**config.mk**
```make
export PLATFORM = sky130hd
export DESIGN_NAME = bht_predictor
export DESIGN_NICKNAME = d
export VERILOG_FILES = /design/src/rtl/bht_predictor.sv
export SDC_FILE = /design/constraint.sdc
export NUM_CORES = 1
export LEC_CHECK = 0
export ABC_CLOCK_PERIOD_IN_PS = 1950
export CAP_MARGIN = 20
export CORE_ASPECT_RATIO = 1.1
export CORE_UTILIZATION = 30
export CTS_CLUSTER_SIZE = 14
export DETAILED_ROUTE_END_ITERATION = 8
export RECOVER_POWER = 50
export SLEW_MARGIN = 40
export SYNTH_ARGS = -nofsm -noshare
export SYNTH_HDL_FRONTEND = slang
export SYNTH_SLANG_ARGS = --single-unit
```
**constraint.sdc**
```tcl
create_clock -name clk_i -period 1.95 [get_ports clk_i]
set_clock_uncertainty 0.1 [all_clocks]
set_input_delay 0.2925 -clock clk_i [delete_from_list [all_inputs] [get_ports clk_i]]
set_output_delay 0.2925 -clock clk_i [all_outputs]
set_load 0.01 [all_outputs]
```
**src/rtl/bht_predictor.sv**
```systemverilog
// Branch history table: 2^INDEX_BITS 2-bit saturating counters, combinational lookup and a saturating mispredict count.
// Optional gshare indexing (global history XOR PC) is enabled by defining BHT_GSHARE_EN.
`ifndef PC_WIDTH
`define PC_WIDTH 32
`endif

module bht_predictor #(
  parameter int unsigned INDEX_BITS = 3,
  parameter int unsigned CNT_WIDTH  = 16
) (
  input  logic                  clk_i,
  input  logic                  rst,
  input  logic [`PC_WIDTH-1:0]  F_PC_i,
  output logic                  F_train_predict_o,
  output logic [INDEX_BITS-1:0] F_bht_index_o,
  input  logic                  E_update_valid_i,
  input  logic [INDEX_BITS-1:0] E_update_index_i,
  input  logic                  E_update_taken_i,
  input  logic                  E_mispredict_i,
  output logic [CNT_WIDTH-1:0]  mispredict_cnt_o
);

  localparam int unsigned ENTRIES = 1 << INDEX_BITS;

  logic [1:0]            r_table [ENTRIES];
  logic [CNT_WIDTH-1:0]  r_miss_cnt;

  logic [INDEX_BITS-1:0] w_pc_index;
  logic [INDEX_BITS-1:0] w_lookup_index;
  logic [1:0]            w_cur_ctr;
  logic [1:0]            w_next_ctr;
  logic                  w_miss_sat;
  logic                  w_unused_pc;

  assign w_pc_index  = F_PC_i[INDEX_BITS+1:2];
  // Byte-offset and upper PC bits do not participate in indexing.
  assign w_unused_pc = ^{F_PC_i[`PC_WIDTH-1:INDEX_BITS+2], F_PC_i[1:0]};

`ifdef BHT_GSHARE_EN
  logic [INDEX_BITS-1:0] r_ghr;

  assign w_lookup_index = w_pc_index ^ r_ghr;

  // History advances only on resolved branches, never speculatively.
  generate
    if (INDEX_BITS == 1) begin : g_ghr_1
      always_ff @(posedge clk_i) begin
        if (rst) begin
          r_ghr <= '0;
        end else if (E_update_valid_i) begin
          r_ghr <= E_update_taken_i;
        end
      end
    end else begin : g_ghr_n
      always_ff @(posedge clk_i) begin
        if (rst) begin
          r_ghr <= '0;
        end else if (E_update_valid_i) begin
          r_ghr <= {r_ghr[INDEX_BITS-2:0], E_update_taken_i};
        end
      end
    end
  endgenerate
`else
  assign w_lookup_index = w_pc_index;
`endif

  // Lookup reads the registered table, so a same-cycle update is not bypassed.
  assign F_bht_index_o     = w_lookup_index;
  assign F_train_predict_o = r_table[w_lookup_index][1];

  assign w_cur_ctr = r_table[E_update_index_i];

  always_comb begin
    w_next_ctr = w_cur_ctr;
    if (E_update_taken_i) begin
      if (w_cur_ctr != 2'b11) begin
        w_next_ctr = w_cur_ctr + 2'b01;
      end
    end else begin
      if (w_cur_ctr != 2'b00) begin
        w_next_ctr = w_cur_ctr - 2'b01;
      end
    end
  end

  always_ff @(posedge clk_i) begin
    if (rst) begin
      for (int unsigned i = 0; i < ENTRIES; i++) begin
        r_table[i] <= 2'b01;
      end
    end else if (E_update_valid_i) begin
      r_table[E_update_index_i] <= w_next_ctr;
    end
  end

  assign w_miss_sat = &r_miss_cnt;

  always_ff @(posedge clk_i) begin
    if (rst) begin
      r_miss_cnt <= '0;
    end else if (E_update_valid_i && E_mispredict_i && !w_miss_sat) begin
      r_miss_cnt <= r_miss_cnt + 1'b1;
    end
  end

  assign mispredict_cnt_o = r_miss_cnt;

endmodule

```
==> results of run 1 <==
[logic make-up (layout without fill, tap and decap cells)]
group	after synthesis	in the layout	synth area share (%)
AND/OR/NAND/NOR	81	81	23.9
flip-flops	32	32	46.4
multiplexers	16	16	14.2
adder cells (fa/ha/maj)	3	3	2.03
AO/OA/AOI/OAI	24	24	9.14
buffers and inverters	16	77	4.35
[area by class of cell]
cell class	count	area, µm²
Fill cell	563	3040
Multi-Input combinational cell	124	858
Sequential cell	32	801
Timing Repair Buffer	64	544
Tap cell	75	93.8
Clock buffer	6	72.6
Clock inverter	2	35.0
Inverter	5	18.8
[synthesized netlist by cell type]
| cell | n | area share, % |
|---|---|---|
| or2_2 | 1 | 0.36 |
| nand2_1 | 18 | 3.9 |
| nor2_1 | 16 | 3.5 |
| mux4_2 | 6 | 7.8 |
| o311ai_0 | 2 | 1.0 |
| a311oi_1 | 1 | 0.51 |
| inv_1 | 5 | 1.1 |
| buf_2 | 3 | 0.87 |
| nor2b_1 | 7 | 2.5 |
| mux2_2 | 7 | 4.6 |
| or4_1 | 3 | 1.3 |
| nor3_1 | 7 | 2.0 |
| and4_1 | 2 | 1.0 |
| nand2b_1 | 4 | 1.5 |
| mux2i_1 | 3 | 1.7 |
| o31ai_1 | 3 | 1.3 |
| buf_4 | 3 | 1.3 |
| a31oi_1 | 1 | 0.36 |
| o41ai_1 | 2 | 1.0 |
| and2_1 | 1 | 0.36 |
| o21a_1 | 1 | 0.44 |
| and3_1 | 2 | 0.73 |
| o21ai_0 | 4 | 1.2 |
| ha_1 | 1 | 0.73 |
| nand3_1 | 10 | 2.9 |
| nor3b_1 | 1 | 0.44 |
| nor4_1 | 3 | 1.1 |
| or3_1 | 1 | 0.36 |
| a21oi_1 | 8 | 2.3 |
| o21bai_1 | 1 | 0.44 |
| nand4_1 | 4 | 1.5 |
| maj3_2 | 2 | 1.3 |
| dfxtp_1 | 16 | 19 |
| edfxtp_1 | 16 | 28 |
| clkbuf_1 | 5 | 1.1 |
| nand3b_1 | 1 | 0.44 |
| o311a_1 | 1 | 0.58 |
[power by group through the flow]
stage / sequential (mW) / clock, mW / combinational [mW]
final: 0.727 / 0.628 / 0.175
after global routing: 0.728 / 0.671 / 0.191
after CTS: 0.727 / 0.647 / 0.179
after detailed placement: 0.743 / 0 / 0.179
after global placement: 0.742 / 0 / 0.178
after floorplan: 0.741 / 0 / 0.0893
[registers in the layout, summed over array words and instances (netlist names)]
signal / count
r_table: 16
mispredict_cnt_o: 16
[per-layer routing]
metal,vias to the layer above,track usage (%),wire (µm)
met5,-,0,0
met3,8,3.56,150
met2,29,24.9,1970
met4,0,6.42,85
met1,726,16.6,1820
li1,765,-,-
[placed cells by master (no fill, tap or decap), drive strengths merged, types with 4 or more instances in the layout]
| master | Yosys | final |
|---|---|---|
| clkdlybuf4s50 | 0 | 9 |
| mux2 | 7 | 7 |
| a21oi | 8 | 8 |
| nand3 | 10 | 10 |
| nor2b | 7 | 7 |
| buf | 6 | 32 |
| dlygate4sd3 | 0 | 17 |
| o21ai | 4 | 4 |
| mux4 | 6 | 6 |
| dfxtp | 16 | 16 |
| nor3 | 7 | 7 |
| nand2 | 18 | 18 |
| edfxtp | 16 | 16 |
| nor2 | 16 | 16 |
| clkbuf | 5 | 9 |
| nand4 | 4 | 4 |
| inv | 5 | 5 |
| nand2b | 4 | 4 |
[path summary, 6_finish.rpt]
check	slack (ns)	start	to
worst min-delay path	0.41	mispredict_cnt_o[10]	mispredict_cnt_o[10]
worst max-delay path	-0.007	r_table[4][1]	F_train_predict_o
worst min register to register	0.41	mispredict_cnt_o[10]	mispredict_cnt_o[10]
worst max register to register	0.07	r_table[4][1]	r_table[0][0]
[critical path, cell delays in order (launching register included)]
cell      delay, ns
edfxtp_1       0.41
mux4_2         0.46
mux2_2         0.28
buf_6          0.12
[repair_timing]
item,CTS,global route
setup buffers,0,0
gates cloned,0,0
setup endpoints to repair,17,14
resized for setup,10,2
pin swaps,0,1
==> flow_metrics.tcl, run 1 <==
set metrics [dict create \
    boundaryPins 60 \
    status "complete, but fails checks" \
    syn_nets 213 \
    max-slew-margin-rel_pct 70.6 \
    power_density_nw_per_um2 631 \
    worstSetupEndpointType "primary output" \
    floorplan.initialDensity_pct 31.5 \
    die_y_um 81.5 \
    via_count 1528 \
    start_kind "register" \
    dieWidth_um 74.3 \
    power_mw 1.53 \
    post-route-period-util_pct 100 \
    synth-seq-cells 32 \
    drt_first_pass_iters 4 \
    clock-sinks 32 \
    viasPerCell 4.96 \
    grt_pass1_wl_mm 6.57 \
    p_comb_share_pct 11.4 \
    p_clk_share_pct 41.1 \
    htreeDepth 2 \
    vdd_drop_max_uv 288 \
    switching_share_pct 22.2 \
    cp.required_ns 1.56 \
    clk_latency_ns 0.29 \
    drt_iter0_markers 47 \
    grt_use_total_pct 14.3 \
    syn_inst 172 \
    final_cells 308 \
    area_growth_pct 40.6 \
    portBuffers 30 \
    core-area_um2 5470 \
    cts_tree "yes" \
    cp.arrival_ns 1.56 \
    power_frac_seq_pct 47.5 \
    antenna_cells 0 \
    finalWirelength_mm 4.02 \
    placed_cell_area_um2 2320 \
    netlist_area_um2 1720 \
    synth_cell_types 37 \
    rsz0062_at_grt "yes" \
    ys_seq_area_share_pct 46.4 \
    final_area_um2 2420 \
    gp_congestion 0.782 \
    ant_nets 0 \
    tns_ns -0.00671 \
    p_int_mw 1.19 \
    drive_above_1_share_pct 24.9 \
    cap_violations 0 \
    grt_max_degree 13 \
    avgSynthCellArea_um2 10.0 \
    hold_viol 0 \
    switchingPower_uw 340 \
    utilization_pct 44.3 \
    cts_buffers 5 \
    hold_slack_ns 0.411 \
    reg2reg_depth 4 \
    routedWlPerCell_um 13.1 \
    fmax_ghz 0.511 \
    holdCritPathClass "register to register" \
    cp_max_fo 2 \
    antenna_found_initial 0 \
    dpl.hpwl_mm 3.02 \
    grt_pass1_vias 1447 \
    dp.cells 300 \
    clk_path_buf_depth 2 \
    drcViolationCount 0 \
    setup_viol 1 \
    fin_nets 273 \
    fin_crit_ns 1.96 \
    clkTransAtPathRegs_ns 0.07 \
    root_buffer "clkbuf_8" \
    die_area_um2 6050 \
    worstHoldPathCells 1 \
    gr-total-overflow 0 \
    fin_ws_ns -0.00671 \
    max_slew.worst_pin.slew_ns 0.437 \
    path_class "register to primary output" \
    rows 28 \
    violations "setup timing" \
    hold_buffers 0 \
    final_max_slew_viol_count 0 \
    p_leak_nw 0.906 \
    pre_cts_ws_ns -0.616 \
    ys_warn_count 0 \
]
Note: power is estimated with default switching activity, not from simulation.
==> inputs of run 2 (changes only) <==
CTS_CLUSTER_SIZE = 40   (was 14)
TNS_END_PERCENT = 50   (was unset)
==> results of run 2 <==
The final DEF is identical to that of run 1; final timing and power are the same.
